==> src/rtl/if_fetch_unit.sv <==
// Instruction fetch stage: PC register, memory request handshake and IF/ID register,
// with a one-word hold buffer for stalls. Define FETCH_PERF_EN to add fetch/stall counters.
module if_fetch_unit #(
    parameter logic [31:0] RESET_PC = 32'h0000_0000
) (
    input  logic        clk,
    input  logic        clrn,
    input  logic        stall,
    input  logic [1:0]  pcsrc,
    input  logic [31:0] bpc,
    input  logic [31:0] jpc,
    input  logic [31:0] rpc,
    output logic        imem_req,
    output logic [31:0] imem_addr,
    input  logic        imem_ready,
    input  logic [31:0] imem_rdata,
    output logic [31:0] pc,
    output logic [31:0] id_inst,
    output logic [31:0] id_pc4,
`ifdef FETCH_PERF_EN
    output logic        id_valid,
    output logic [31:0] perf_fetch,
    output logic [31:0] perf_stall
`else
    output logic        id_valid
`endif
);

    typedef enum logic [1:0] {
        FETCH = 2'd0,
        HOLD  = 2'd1,
        DRAIN = 2'd2
    } state_t;

    state_t      r_state;
    logic        r_req;
    logic [31:0] r_pc;
    logic [31:0] r_idInst;
    logic [31:0] r_idPc4;
    logic        r_idValid;
    logic [31:0] r_holdInst;
    logic [31:0] r_holdPc4;

    logic [31:0] w_pc4;
    logic [31:0] w_npc;
    logic        w_fetchDone;

    assign w_pc4       = r_pc + 32'd4;
    assign w_fetchDone = r_req & imem_ready;

    // Redirects select the PC of the fetch after the one completing now.
    always_comb begin
        w_npc = w_pc4;
        case (pcsrc)
            2'b01:   w_npc = bpc;
            2'b10:   w_npc = jpc;
            2'b11:   w_npc = rpc;
            default: w_npc = w_pc4;
        endcase
    end

    // The request is registered, so the first cycle after reset release is idle
    // and the fresh request at RESET_PC appears after the first rising edge.
    always_ff @(posedge clk or negedge clrn) begin
        if (!clrn) begin
            r_state    <= FETCH;
            r_req      <= 1'b0;
            r_pc       <= RESET_PC;
            r_idInst   <= 32'h0;
            r_idPc4    <= 32'h0;
            r_idValid  <= 1'b0;
            r_holdInst <= 32'h0;
            r_holdPc4  <= 32'h0;
        end else begin
            case (r_state)
                FETCH: begin
                    if (w_fetchDone && !stall) begin
                        r_idInst  <= imem_rdata;
                        r_idPc4   <= w_pc4;
                        r_idValid <= 1'b1;
                        r_pc      <= w_npc;
                        r_req     <= 1'b1;
                    end else if (w_fetchDone) begin
                        r_holdInst <= imem_rdata;
                        r_holdPc4  <= w_pc4;
                        r_req      <= 1'b0;
                        r_state    <= HOLD;
                    end else begin
                        r_req <= 1'b1;
                        if (!stall) begin
                            r_idInst  <= 32'h0;
                            r_idValid <= 1'b0;
                        end
                    end
                end
                HOLD: begin
                    if (!stall) begin
                        r_idInst  <= r_holdInst;
                        r_idPc4   <= r_holdPc4;
                        r_idValid <= 1'b1;
                        r_pc      <= w_npc;
                        r_state   <= DRAIN;
                    end
                end
                DRAIN: begin
                    r_req   <= 1'b1;
                    r_state <= FETCH;
                    if (!stall) begin
                        r_idInst  <= 32'h0;
                        r_idValid <= 1'b0;
                    end
                end
                default: begin
                    r_req   <= 1'b0;
                    r_state <= FETCH;
                end
            endcase
        end
    end

    assign imem_req  = r_req;
    assign imem_addr = r_pc;
    assign pc        = r_pc;
    assign id_inst   = r_idInst;
    assign id_pc4    = r_idPc4;
    assign id_valid  = r_idValid;

`ifdef FETCH_PERF_EN
    logic [31:0] r_perfFetch;
    logic [31:0] r_perfStall;

    always_ff @(posedge clk or negedge clrn) begin
        if (!clrn) begin
            r_perfFetch <= 32'h0;
            r_perfStall <= 32'h0;
        end else begin
            if (w_fetchDone) r_perfFetch <= r_perfFetch + 32'd1;
            if (stall)       r_perfStall <= r_perfStall + 32'd1;
        end
    end

    assign perf_fetch = r_perfFetch;
    assign perf_stall = r_perfStall;
`endif

endmodule

==> config.mk <==
export PLATFORM = sky130hd
export DESIGN_NAME = if_fetch_unit
export DESIGN_NICKNAME = d
export VERILOG_FILES = /design/src/rtl/if_fetch_unit.sv
export SDC_FILE = /design/constraint.sdc
export NUM_CORES = 1
export LEC_CHECK = 0
export BUFFER_PORTS_ARGS = -buffer_cell sky130_fd_sc_hd__buf_2
export CAP_MARGIN = 20
export CELL_PAD_IN_SITES_DETAIL_PLACEMENT = 1
export CELL_PAD_IN_SITES_GLOBAL_PLACEMENT = 2
export CORE_MARGIN = 3
export CORE_UTILIZATION = 34
export DETAILED_ROUTE_END_ITERATION = 10
export PLACE_DENSITY_LB_ADDON = 0.1
export SLEW_MARGIN = 20
export SYNTH_ARGS = -nofsm -noshare
export SYNTH_HDL_FRONTEND = slang
export SYNTH_SLANG_ARGS = --single-unit
==> constraint.sdc <==
create_clock -name clk -period 4.5 [get_ports clk]
set_input_delay 0.675 -clock clk [delete_from_list [all_inputs] [get_ports clk]]
set_output_delay 0.675 -clock clk [all_outputs]
set_load 0.05 [all_outputs]
Yosys cells after proc, flatten, opt, wreduce, memory -nomap -nowiden
Cells that the tools add are included.
- add/subtract/negate cells: 1
- equality and inequality tests: 10
- bitwise gates (word level): 2
- reduce and logical (&&, ||, !) cells: 9
- multiplexer cells: 24
- operators by type and width (operator ; count):
    $mux W32 ; 8
    $pmux W32 S3 ; 2
    $pmux W32 S2 ; 2
    $add A32 B3 Y32 const B ; 1
    $reduce_and A3 Y1 ; 4
    $ne A2 B2 Y1 const B ; 4
    $eq A2 B2 Y1 const B ; 3
    $mux W1 ; 6
    $mux W2 ; 3
    $pmux W1 S3 ; 2
    $eq A2 B1 Y1 const B ; 2
    $pmux W2 S2 ; 1
    $ne A3 B3 Y1 const B ; 1
    $reduce_bool A3 Y1 ; 1
    $logic_not A2 Y1 ; 1
    $reduce_bool A2 Y1 ; 1
    $and A1 B1 Y1 ; 1
    $logic_and A1 B1 Y1 ; 1
    $logic_not A1 Y1 ; 1
    $not A1 Y1 ; 1
- word-level logic and storage cells: 54
- flip-flop bits (word level): 164
- output and inout port bits: 130

Depth between registers and ports, before layout
Gate-level depths: netlist (run 1).
- depth in word-level cells: 4
- gate-level depth with buffers: 10
- depth with buffers taken out: 7

Least setup slack after synthesis (run 1)
Ideal clock, no wire load.
- path kind: register -> register
- start point: reg r_pc[2], in the netlist imem_addr[2]
- end point: reg r_pc[26], in the netlist imem_addr[26]
- setup time: 122 ps
- stages on the path, launching flop included: 7
- arrival time: 2225 ps
- path slack: 2153 ps
- cells stage by stage: dfrtp_1 -> ha_1 -> nand4_1 -> nor3_1 -> nand2_1 -> o31a_1 -> o22a_1
- word-level cells in the longest chain between the ends: 4
- elaborated cells on any way between the ends: 5
- those cells by class: add/sub (1); mux (4)
- ends and longest elaborated chain (what ; RTL line ; text):
    start: declaration ; 37 ; logic [31:0] r_pc;
    start signal: assignment ; 81 ; r_pc <= w_npc;
    start signal: assignment ; 101 ; r_pc <= w_npc;
    $add A32 B3 Y32 (*) ; 48 ; assign w_pc4 = r_pc + 32'd4;
    $pmux W32 S3 (*) ; 54 ; case (pcsrc)
    $mux W32 (on tied branches) ; 97, 77 ;
    $pmux W32 S2 (*) ; 75 ; case (r_state)
Mark *: on every way between the ends. The rest lies on a longest branch, timed or not. The select of a mux whose other input is x is not followed.
A chain may end at the register's enable or synchronous reset.

Worst setup path after layout (run 1)
- start point: reg r_pc[9], in the netlist imem_addr[9]
- end point: reg r_idPc4[29], in the netlist id_pc4[29]
- word-level cells in the longest chain between the ends: 3
- ends and longest elaborated chain (what ; RTL line ; text):
    $add A32 B3 Y32 ; 48 ;
    $mux W32 ; 77 ; if (w_fetchDone && !stall) begin
    $pmux W32 S2 ; 75 ;
    end signal: assignment ; 79 ; r_idPc4 <= w_pc4;
    end signal: assignment ; 99 ; r_idPc4 <= r_holdPc4;
    end: declaration ; 39 ; logic [31:0] r_idPc4;
No other way between the ends. The select of a mux whose other input is x is not followed.

==> results of run 1 <==
## Yosys cell counts (all sizes together), types with 25 or more instances
cell type  count
o2bb2ai       35
a21oi         52
nand2         99
nor2          35
a22oi         33
buf           53
mux2          46
dfrtp        164
clkbuf        48
mux2i         27
o21ai         71
nand3         25
## cell usage in the layout, fill, tap and decap left out, types with 8 or more instances in the layout
| cell type | count |
|---|---|
| nor2_1 | 34 |
| buf_4 | 13 |
| clkbuf_16 | 17 |
| mux4_2 | 8 |
| a21oi_1 | 51 |
| o22a_1 | 8 |
| mux2_2 | 46 |
| mux2i_1 | 27 |
| xor2_1 | 16 |
| dfrtp_1 | 164 |
| nand4_1 | 10 |
| o21ai_0 | 71 |
| nand3_1 | 24 |
| nand2_1 | 99 |
| xnor2_1 | 11 |
| a2bb2oi_1 | 13 |
| and3_1 | 23 |
| o2bb2ai_1 | 34 |
| inv_1 | 11 |
| a22oi_1 | 33 |
| buf_2 | 262 |
## where the power goes
group,switching [uW],leakage [uW],internal (uW)
clock network,726,0.000305,813
registers,595,0.00202,2100
logic,3020,0.00263,1130
## critical path: stages (launching register included)
cell and delay, ns:
dfrtp_1 0.56, nand3_1 0.34, nor4_4 0.75, nand4_2 0.32, and4_1 0.29, or3_1 0.36
## registers in the layout (all words and copies together) (netlist names)
name and cells:
id_pc4 32, id_valid 1, r_state 2, id_inst 32
r_holdPc4 32, imem_req 1, r_holdInst 32, imem_addr 32
## cells by family after synthesis
group | after synthesis
and+or+nand+nor | 230
DFF | 164
AOI/OAI and AO/OA | 238
buffers and inverters | 112
adders and majority gates | 4
xor gates and xnor gates | 27
muxes | 81
## through the flow
step,utilization,power [uW],hold slack [ns],std cells
6_report,0.430,8380,0.308,1388
5_1_grt,0.430,8910,0.396,1388
4_1_cts,0.430,8490,0.373,1388
3_5_place_dp,0.405,6920,0.465,1356
3_3_place_gp,0.405,6860,0.455,1356
2_1_floorplan,-,5850,0.379,856
## how the worst min path moves through the flow
stage,startpoint,to,slack [ns],cells past startpoint
6_report,clrn,id_pc4[18],0.31,1
5_1_grt,clrn,id_pc4[18],0.40,1
4_1_cts,clrn,id_pc4[18],0.37,1
3_5_place_dp,r_holdPc4[25],r_holdPc4[25],0.46,2
3_3_place_gp,r_holdPc4[24],r_holdPc4[24],0.46,2
2_1_floorplan,clrn,id_inst[0],0.38,0
## cell type report
type | count | area [sq um] | area share
clock buffers | 17 | 425 | 0.0402
repair buffers | 277 | 1440 | 0.136
flip-flops and latches | 164 | 4100 | 0.388
well taps | 324 | 405 | 0.0383
inverters | 11 | 41.3 | 0.00390
clock inverters | 15 | 200 | 0.0189
multi-input cells | 580 | 3970 | 0.375
## metal layers
layer,vias up,share of wire,GRT usage
met5,-,0,0
met4,0,0.0059,0.0446
met3,11,0.053,0.0389
met2,192,0.47,0.336
met1,3677,0.47,0.294
li1,3458,-,-
==> metrics.txt, run 1 <==
mux cell area share after synthesis=0.113; Via-to-Cell Ratio=5.29; ANT cells=0; First DRT Iteration DRCs=398; HPWL Detailed=19.8 mm; Worst-Skew Late Latency=0.44 ns; clock root buffer=clkbuf_16; final setup vio count=0; Primary FF master, synth=dfrtp_1; Max clock buf depth=2; Post-Syn Nets=994; area of the die=27200 sq um; Synth Area in Simple Gates=0.131; Worst Setup Start Kind=flop; Synth cell types=49; GRT Total Usage=0.209; # hold bufs at CTS=0; core area=24600 sq um; main combinational cell family by area after synthesis=compound AO/OA/AOI/OAI gates; flops & latches, synth=164; DR vias=7338; WP data required=4.81 ns; vias in the first global route=7694; post_cts resized=0; Hold Crit Class=input pin to async pin; final WL=28.1 mm; Synth warnings=0; Syn Std Cell Area=8600 sq um; H-tree levels=4; synthesized instance count=856; Synth area leaders=dfrtp_1 (48%), mux2_2 (6.0%), nand2_1 (4.3%); Ports=264; RSZ-0062 raised after global routing=no; final hold vios=0; Lkg Pwr=0.00496 uW; Setup Skew=0.0136 ns; Async S/R FF share, synth=1.00; crit end category=flop; largest net degree at the start of global routing=94; VDD IR-drop max=0.000358 V; Fillers=2830; synthesis-to-finish area growth=23.1%; max-cap check violation count=0; Die Wd=165 um; crit path time final=2.75 ns; I/O Buffers=263; launching point of the worst reg2reg path=imem_addr[9]; R2R setup slack=1.75 ns; first-pass GRT wire length=44.5 mm; Setup crit end=id_pc4[29]; Final period util=0.610; drt first pass iters=4; setup_tns=0 ns; sequential share of the synthesized area=0.477; R2R depth=5; CTS Buf Count=17; post-synthesis xor/xnor area fraction=0.0275; Slew HR=0.323; worst r2r dst=id_pc4[29]; Cell Pwr Density=792 nW/um^2; slack of the critical path=1.75 ns; Wirelength per Cell=20.2 um; GPL Wtd Cong=0.761; Arr. time, crit path=3.05 ns; layout net count=1189; Post-synth EDFFs=0; dpl cell area=9960 sq um; Avg Inst Size Synth=10.0 sq um; Die H=165 um; Pins Over Slew Limit=0; Post-route DRC=0; worst slew pin tran=1.01 ns; clock slew at the register clock pins of the worst setup and hold paths=0.07 ns; antenna violations before repair=0; Starting Density=0.350; largest fanout on the critical path=16; critical path class=flop to flop; FP Rows=57; fmax=364 MHz; Worst Setup SP=imem_addr[9]; GRT overflow=0; Setup Fix Bufs, Post-CTS=0; Final Cell Area=10600 sq um; compound-gate portion of the synthesized area=0.181; Synth top area share=0.477; status=finished, final reports clean; cell accounting for the most synthesized area=dfrtp_1; CTS sink count=164; pre-CTS setup slack=1.77 ns; Synth Area in Adders=0.00582; antenna-violating nets left=0; share of cells above drive strength 1=0.355; TritonCTS clock tree=built
Note: power is estimated with default switching activity, not from simulation.
==> run 2: changes to the inputs <==
CORE_UTILIZATION = 28   (was 34)
clock period = 2.3 ns   (was 4.5 ns; I/O delays follow)
==> run 2 against run 1 <==
Sequential share of layout area fell by 1.8 points. First-iteration DRC count down 11%. Clock-buffer cell count rose by 2. Worst hold slack got worse by 0.15 ns. Final area rose by 5.0%. Clock power grew 81%.
==> metrics.txt, run 2 (same netlist as run 1, synthesis figures left out) <==
HPWL Detailed=22.5 mm (was 19.8 mm); FP Rows=63 (was 57); crit end category=flop (unchanged); Worst Path Buf+Inv=0 (unchanged); core area=30000 sq um (was 24600 sq um); largest net degree at the start of global routing=61 (was 94); VDD IR-drop max=0.000649 V (was 0.000358 V); Starting Density=0.287 (was 0.350); Setup Fix Bufs, Post-CTS=0 (unchanged); crit path cell chain=ha_1 > nand4_1 > or3_1 > nor4_4 > xnor2_1 > o21ai_0 (was nand3_1 > nor4_4 > nand4_2 > and4_1 > or3_1); synthesis-to-finish area growth=29.2% (was 23.1%); drt first pass iters=4 (unchanged); RSZ-0062 raised after global routing=no (unchanged); ANT cells=0 (unchanged); Lkg Pwr=0.00521 uW (was 0.00496 uW); Worst-Skew Late Latency=0.43 ns (was 0.44 ns); layout net count=1235 (was 1189); commonest cells after routing, fill and taps aside=buf_2 (262), dfrtp_1 (159), nand2_1 (98), o21ai_0 (71), a21oi_1 (51) (was buf_2 (262), dfrtp_1 (164), nand2_1 (99), o21ai_0 (71), a21oi_1 (51)); antenna-violating nets left=0 (unchanged); vias in the first global route=7982 (was 7694); fmax=473 MHz (was 364 MHz); Die Wd=181 um (was 165 um); First DRT Iteration DRCs=354 (was 398); Final period util=0.919 (was 0.610); final core occ=0.371 (was 0.430); H-tree levels=4 (unchanged); Setup Skew=0.0112 ns (was 0.0136 ns); setup_tns=0 ns (unchanged); area of the die=32900 sq um (was 27200 sq um); Slew HR=0.609 (was 0.323); CTS Buf Count=17 (unchanged); Via-to-Cell Ratio=4.99 (was 5.29); critical path class=flop to flop (unchanged); largest fanout on the critical path=7 (was 16); slowest CP cell=or3_1 (was nor4_4); GRT overflow=0 (unchanged); max incr delay on CP=0.44 ns (was 0.75 ns); first-pass GRT wire length=48.3 mm (was 44.5 mm); status=finished, final reports clean (unchanged); final hold vios=0 (unchanged); Wirelength per Cell=20.3 um (was 20.2 um); antenna violations before repair=0 (unchanged); Cell Pwr Density=1510 nW/um^2 (was 792 nW/um^2); WHS=0.163 ns (was 0.308 ns); TritonCTS clock tree=built (unchanged); DR vias=7492 (was 7338); clock slew at the register clock pins of the worst setup and hold paths=0.07 ns (about the same); I/O Buffers=263 (unchanged); WP data required=2.59 ns (was 4.81 ns); Ports=264 (unchanged); Die H=181 um (was 165 um); max-cap check violation count=0 (unchanged); Worst Setup Start Kind=flop (unchanged); GRT Total Usage=0.186 (was 0.209); CTS sink count=164 (unchanged); Arr. time, crit path=2.41 ns (was 3.05 ns); clock root buffer=clkbuf_16 (unchanged); Post-route DRC=0 (unchanged); final WL=30.5 mm (was 28.1 mm); cell family with most CP delay=simple AND/OR/NAND/NOR gates (unchanged); crit path time final=2.11 ns (was 2.75 ns); worst slew pin tran=0.587 ns (was 1.01 ns); commonest non-fill, non-tap cell in the layout=buf_2 (unchanged); Hold Crit Class=input pin to flop (was input pin to async pin); final setup vio count=0 (unchanged); GPL Wtd Cong=0.767 (was 0.761); share of cells above drive strength 1=0.388 (was 0.355); Fillers=3465 (was 2830); Pins Over Slew Limit=0 (unchanged); Max clock buf depth=2 (unchanged)
-- run 2: cell types whose count changed in the layout (fill, tap and decap cells not counted), moves of 2 or more --
cell | before | now
buf_12 | 1 | 11
buf_4 | 13 | 46
buf_6 | 1 | 3
clkinv_4 | 0 | 3
clkinv_8 | 4 | 0
dfrtp_1 | 164 | 159
dfrtp_2 | 0 | 5
-- run 2: timing repair --
action | 4_1_cts | 5_1_grt
hold buffers | 1 | 0
hold endpoints to repair | 36 | 0
gates resized for setup | 0 | 7
setup endpoints to repair | 0 | 20
-- run 2: metal layers --
| layer | share of wire | GRT usage | wire length (um) | vias up |
|---|---|---|---|---|
| li1 | - | - | - | 3554 |
| met1 | 0.48 | 0.268 | 14600 | 3733 |
| met2 | 0.47 | 0.292 | 14200 | 190 |
| met3 | 0.047 | 0.0366 | 1420 | 15 |
| met4 | 0.0068 | 0.0332 | 208 | 0 |
| met5 | 0 | 0 | 0 | - |
-- run 2: layout make-up --
| class | instances | area (sq um) | share of cell area |
|---|---|---|---|
| well taps | 390 | 488 | 0.0439 |
| multi-input cells | 580 | 3990 | 0.359 |
| inverters | 11 | 41.3 | 0.00372 |
| repair buffers | 323 | 1920 | 0.173 |
| clock buffers | 19 | 443 | 0.0399 |
| clock inverters | 13 | 116 | 0.0105 |
| flip-flops and latches | 164 | 4110 | 0.370 |
-- run 2: worst register-to-register path: stages, from the launching register on --
cell     delay [ns]
dfrtp_2        0.43
ha_1           0.24
nand4_1        0.24
or3_1          0.44
nor4_4         0.33
xnor2_1        0.17
o21ai_0        0.12
-- run 2: final timing paths --
kind                            slack [ns]        endpoint           start  depth (start not counted)
worst min register to register        0.48      id_pc4[10]      id_pc4[10]                          2
min in group asynchronous             0.38  r_holdInst[15]            clrn                          2
worst max register to register        0.19      id_pc4[30]    imem_addr[2]                          6
max in group asynchronous             1.04   imem_addr[20]            clrn                          3
worst max-delay path                  0.19      id_pc4[30]    imem_addr[2]                          6
worst min-delay path                  0.16  r_holdInst[15]  imem_rdata[15]                          2
-- run 2: through the flow --
step           total power, uW  worst slack [ns]  area (sq um)  cells
6_report                 16700             0.186         11100   1500
5_1_grt                  17900            0.0102         11100   1500
4_1_cts                  17000            0.0958         11100   1500
3_5_place_dp             14100             0.123         10500   1467
3_3_place_gp             14100             0.172         10500   1467
2_1_floorplan            11500            0.0105          8610    856
-- run 2: power breakdown --
| group | internal (uW) | switching, uW | leakage [uW] |
|---|---|---|---|
| combinational | 2600 | 6300 | 0.00292 |
| clock | 1460 | 1320 | 0.000275 |
| sequential | 4130 | 939 | 0.00201 |
==> run 3: changes to the inputs <==
CORE_ASPECT_RATIO = 0.5   (was not set)
SLEW_MARGIN = 40   (was 20)
==> run 3 against run 2 <==
Sequential share of layout area is essentially flat. Maximum frequency shrank 1.1%. Register-to-register slack lost 0.02 ns.
==> metrics.txt, run 3 (same netlist as run 1, synthesis figures left out) <==
largest fanout on the critical path=22 (was 7); status=finished, final reports clean (unchanged); Sw Ratio=0.507 (was 0.511); Setup Skew=0.00655 ns (was 0.0112 ns); CTS Buf Count=17 (unchanged); Final period util=0.930 (was 0.919); Starting Density=0.290 (was 0.287); fmax=468 MHz (was 473 MHz); Pins Over Slew Limit=0 (unchanged); clock share of power=0.171 (was 0.166); TritonCTS clock tree=built (unchanged); Setup Fix Bufs, Post-CTS=0 (unchanged); final setup vio count=0 (unchanged); Slew HR=0.674 (was 0.609); max-cap check violation count=0 (unchanged); commonest non-fill, non-tap cell in the layout=buf_2 (unchanged); Die H=130 um (was 181 um); Arr. time, crit path=2.47 ns (was 2.41 ns); Ports=264 (unchanged); critical path class=flop to flop (unchanged); H-tree levels=4 (unchanged); I/O Buffers=263 (unchanged); WP data required=2.63 ns (was 2.59 ns); final hold vios=0 (unchanged); FP Rows=44 (was 63); vias in the first global route=7913 (was 7982); synthesis-to-finish area growth=29.3% (was 29.2%); HPWL Detailed=23.0 mm (was 22.5 mm); R2R depth=7 (was 6); Via-to-Cell Ratio=5.00 (was 4.99); pre-CTS setup slack=0.109 ns (was 0.123 ns); launching point of the worst reg2reg path=r_state[0] (was imem_addr[2]); Setup crit end=id_pc4[27] (was id_pc4[30]); antenna violations before repair=0 (unchanged); drt first pass iters=5 (was 4); R2R setup slack=0.16 ns (was 0.19 ns); clock root buffer=clkbuf_16 (unchanged); Worst Setup Start Kind=flop (unchanged); Lkg Pwr=0.00523 uW (was 0.00521 uW); Wirelength per Cell=20.6 um (was 20.3 um); Flop pwr share=0.298 (was 0.303); net switching power figure=8530 uW (was 8560 uW); crit end category=flop (unchanged); WHS=0.150 ns (was 0.163 ns); ANT cells=0 (unchanged); GRT Total Usage=0.189 (was 0.186); core area=29600 sq um (was 30000 sq um); antenna-violating nets left=0 (unchanged); Hold Crit Class=input pin to flop (unchanged); GPL Wtd Cong=0.793 (was 0.767); first-pass GRT wire length=47.8 mm (was 48.3 mm); Worst Setup SP=r_state[0] (was imem_addr[2]); layout net count=1244 (was 1235); VDD IR-drop max=0.000702 V (was 0.000649 V); worst r2r dst=id_pc4[27] (was id_pc4[30]); commonest cells after routing, fill and taps aside=buf_2 (262), dfrtp_1 (159), nand2_1 (98), o21ai_0 (71), buf_4 (61) (was buf_2 (262), dfrtp_1 (159), nand2_1 (98), o21ai_0 (71), a21oi_1 (51)); CTS sink count=164 (unchanged); DR vias=7552 (was 7492); First DRT Iteration DRCs=305 (was 354); final core occ=0.376 (was 0.371); worst slew pin tran=0.484 ns (was 0.587 ns); area of the die=33000 sq um (was 32900 sq um); GRT overflow=0 (unchanged); Worst-Skew Late Latency=0.44 ns (was 0.43 ns); crit path time final=2.14 ns (was 2.11 ns); slack of the critical path=0.161 ns (was 0.186 ns); largest net degree at the start of global routing=72 (was 61); Post-route DRC=0 (unchanged); share of cells above drive strength 1=0.390 (was 0.388); Cell Pwr Density=1510 nW/um^2 (about the same); internal power=8280 uW (was 8180 uW); Max clock buf depth=2 (unchanged); Die Wd=254 um (was 181 um); Combinational Power Share=0.531 (about the same); clock slew at the register clock pins of the worst setup and hold paths=0.07 ns (about the same); final WL=31.1 mm (was 30.5 mm)
run 3: cell types whose count changed in the layout (fill, tap and decap cells not counted), sizes merged:
cell,before,now
buf,322,331
clkinv,4,1
clkinvlp,1,3
inv,19,17
bufinv,0,1
clkbuf,19,20
run 3: what timing repair did:
| action | 4_1_cts | 5_1_grt |
|---|---|---|
| hold buffers | 1 | 0 |
| resized for setup | 0 | 2 |
| endpoints found under the setup margin | 0 | 15 |
| endpoints found under the hold margin | 39 | 0 |
run 3: critical path: stages (launching register included):
cell      delay [ns]
dfrtp_1         0.40
inv_1           0.10
ha_1            0.28
nand2b_1        0.22
a21o_2          0.32
buf_4           0.34
nor4_1          0.09
a211o_1         0.27
run 3: through the flow:
| stage | total power, uW | instances | instance area (sq um) | TNS [ns] |
|---|---|---|---|---|
| detailed placement | 14100 | 1477 | 10500 | 0 |
| finish | 16800 | 1509 | 11100 | 0 |
| CTS | 17000 | 1509 | 11100 | 0 |
| global route | 17900 | 1509 | 11100 | -0.00689 |
| global placement | 14000 | 1477 | 10500 | 0 |
| floorplan | 11500 | 856 | 8610 | 0 |
run 3: worst min path at each step:
| stage | to | slack, ns | cells past startpoint | start |
|---|---|---|---|---|
| 2_1_floorplan | id_inst[0] | 0.05 | 0 | clrn |
| 3_3_place_gp | id_inst[7] | 0.30 | 1 | clrn |
| 3_5_place_dp | id_inst[7] | 0.30 | 1 | clrn |
| 4_1_cts | r_holdInst[16] | 0.13 | 2 | imem_rdata[16] |
| 5_1_grt | r_holdInst[16] | 0.13 | 2 | imem_rdata[16] |
| 6_report | r_holdInst[3] | 0.15 | 2 | imem_rdata[3] |
run 3: final cells by class:
class | count | area [sq um]
timing repair buffer | 332 | 1930
multi-input combinational | 580 | 3980
clock buffer | 20 | 457
fill | 3439 | 18500
sequential | 164 | 4110
clock inverter | 11 | 116
inverter | 11 | 41.3
tap | 391 | 489
run 3: routing by layer:
| metal | routed length (um) | GRT usage | part of all wire |
|---|---|---|---|
| met3 | 1070 | 0.0327 | 0.034 |
| met5 | 0 | 0 | 0 |
| met2 | 14800 | 0.313 | 0.48 |
| met1 | 15000 | 0.263 | 0.48 |
| met4 | 232 | 0.0373 | 0.0074 |
run 3: power groups by stage:
stage	Combinational (uW)	Clock (uW)	Sequential (uW)
2_1_floorplan	4310	0	7150
3_3_place_gp	8940	0	5020
3_5_place_dp	9040	0	5080
4_1_cts	9050	2960	5030
5_1_grt	9580	3100	5200
6_report	8920	2870	5010
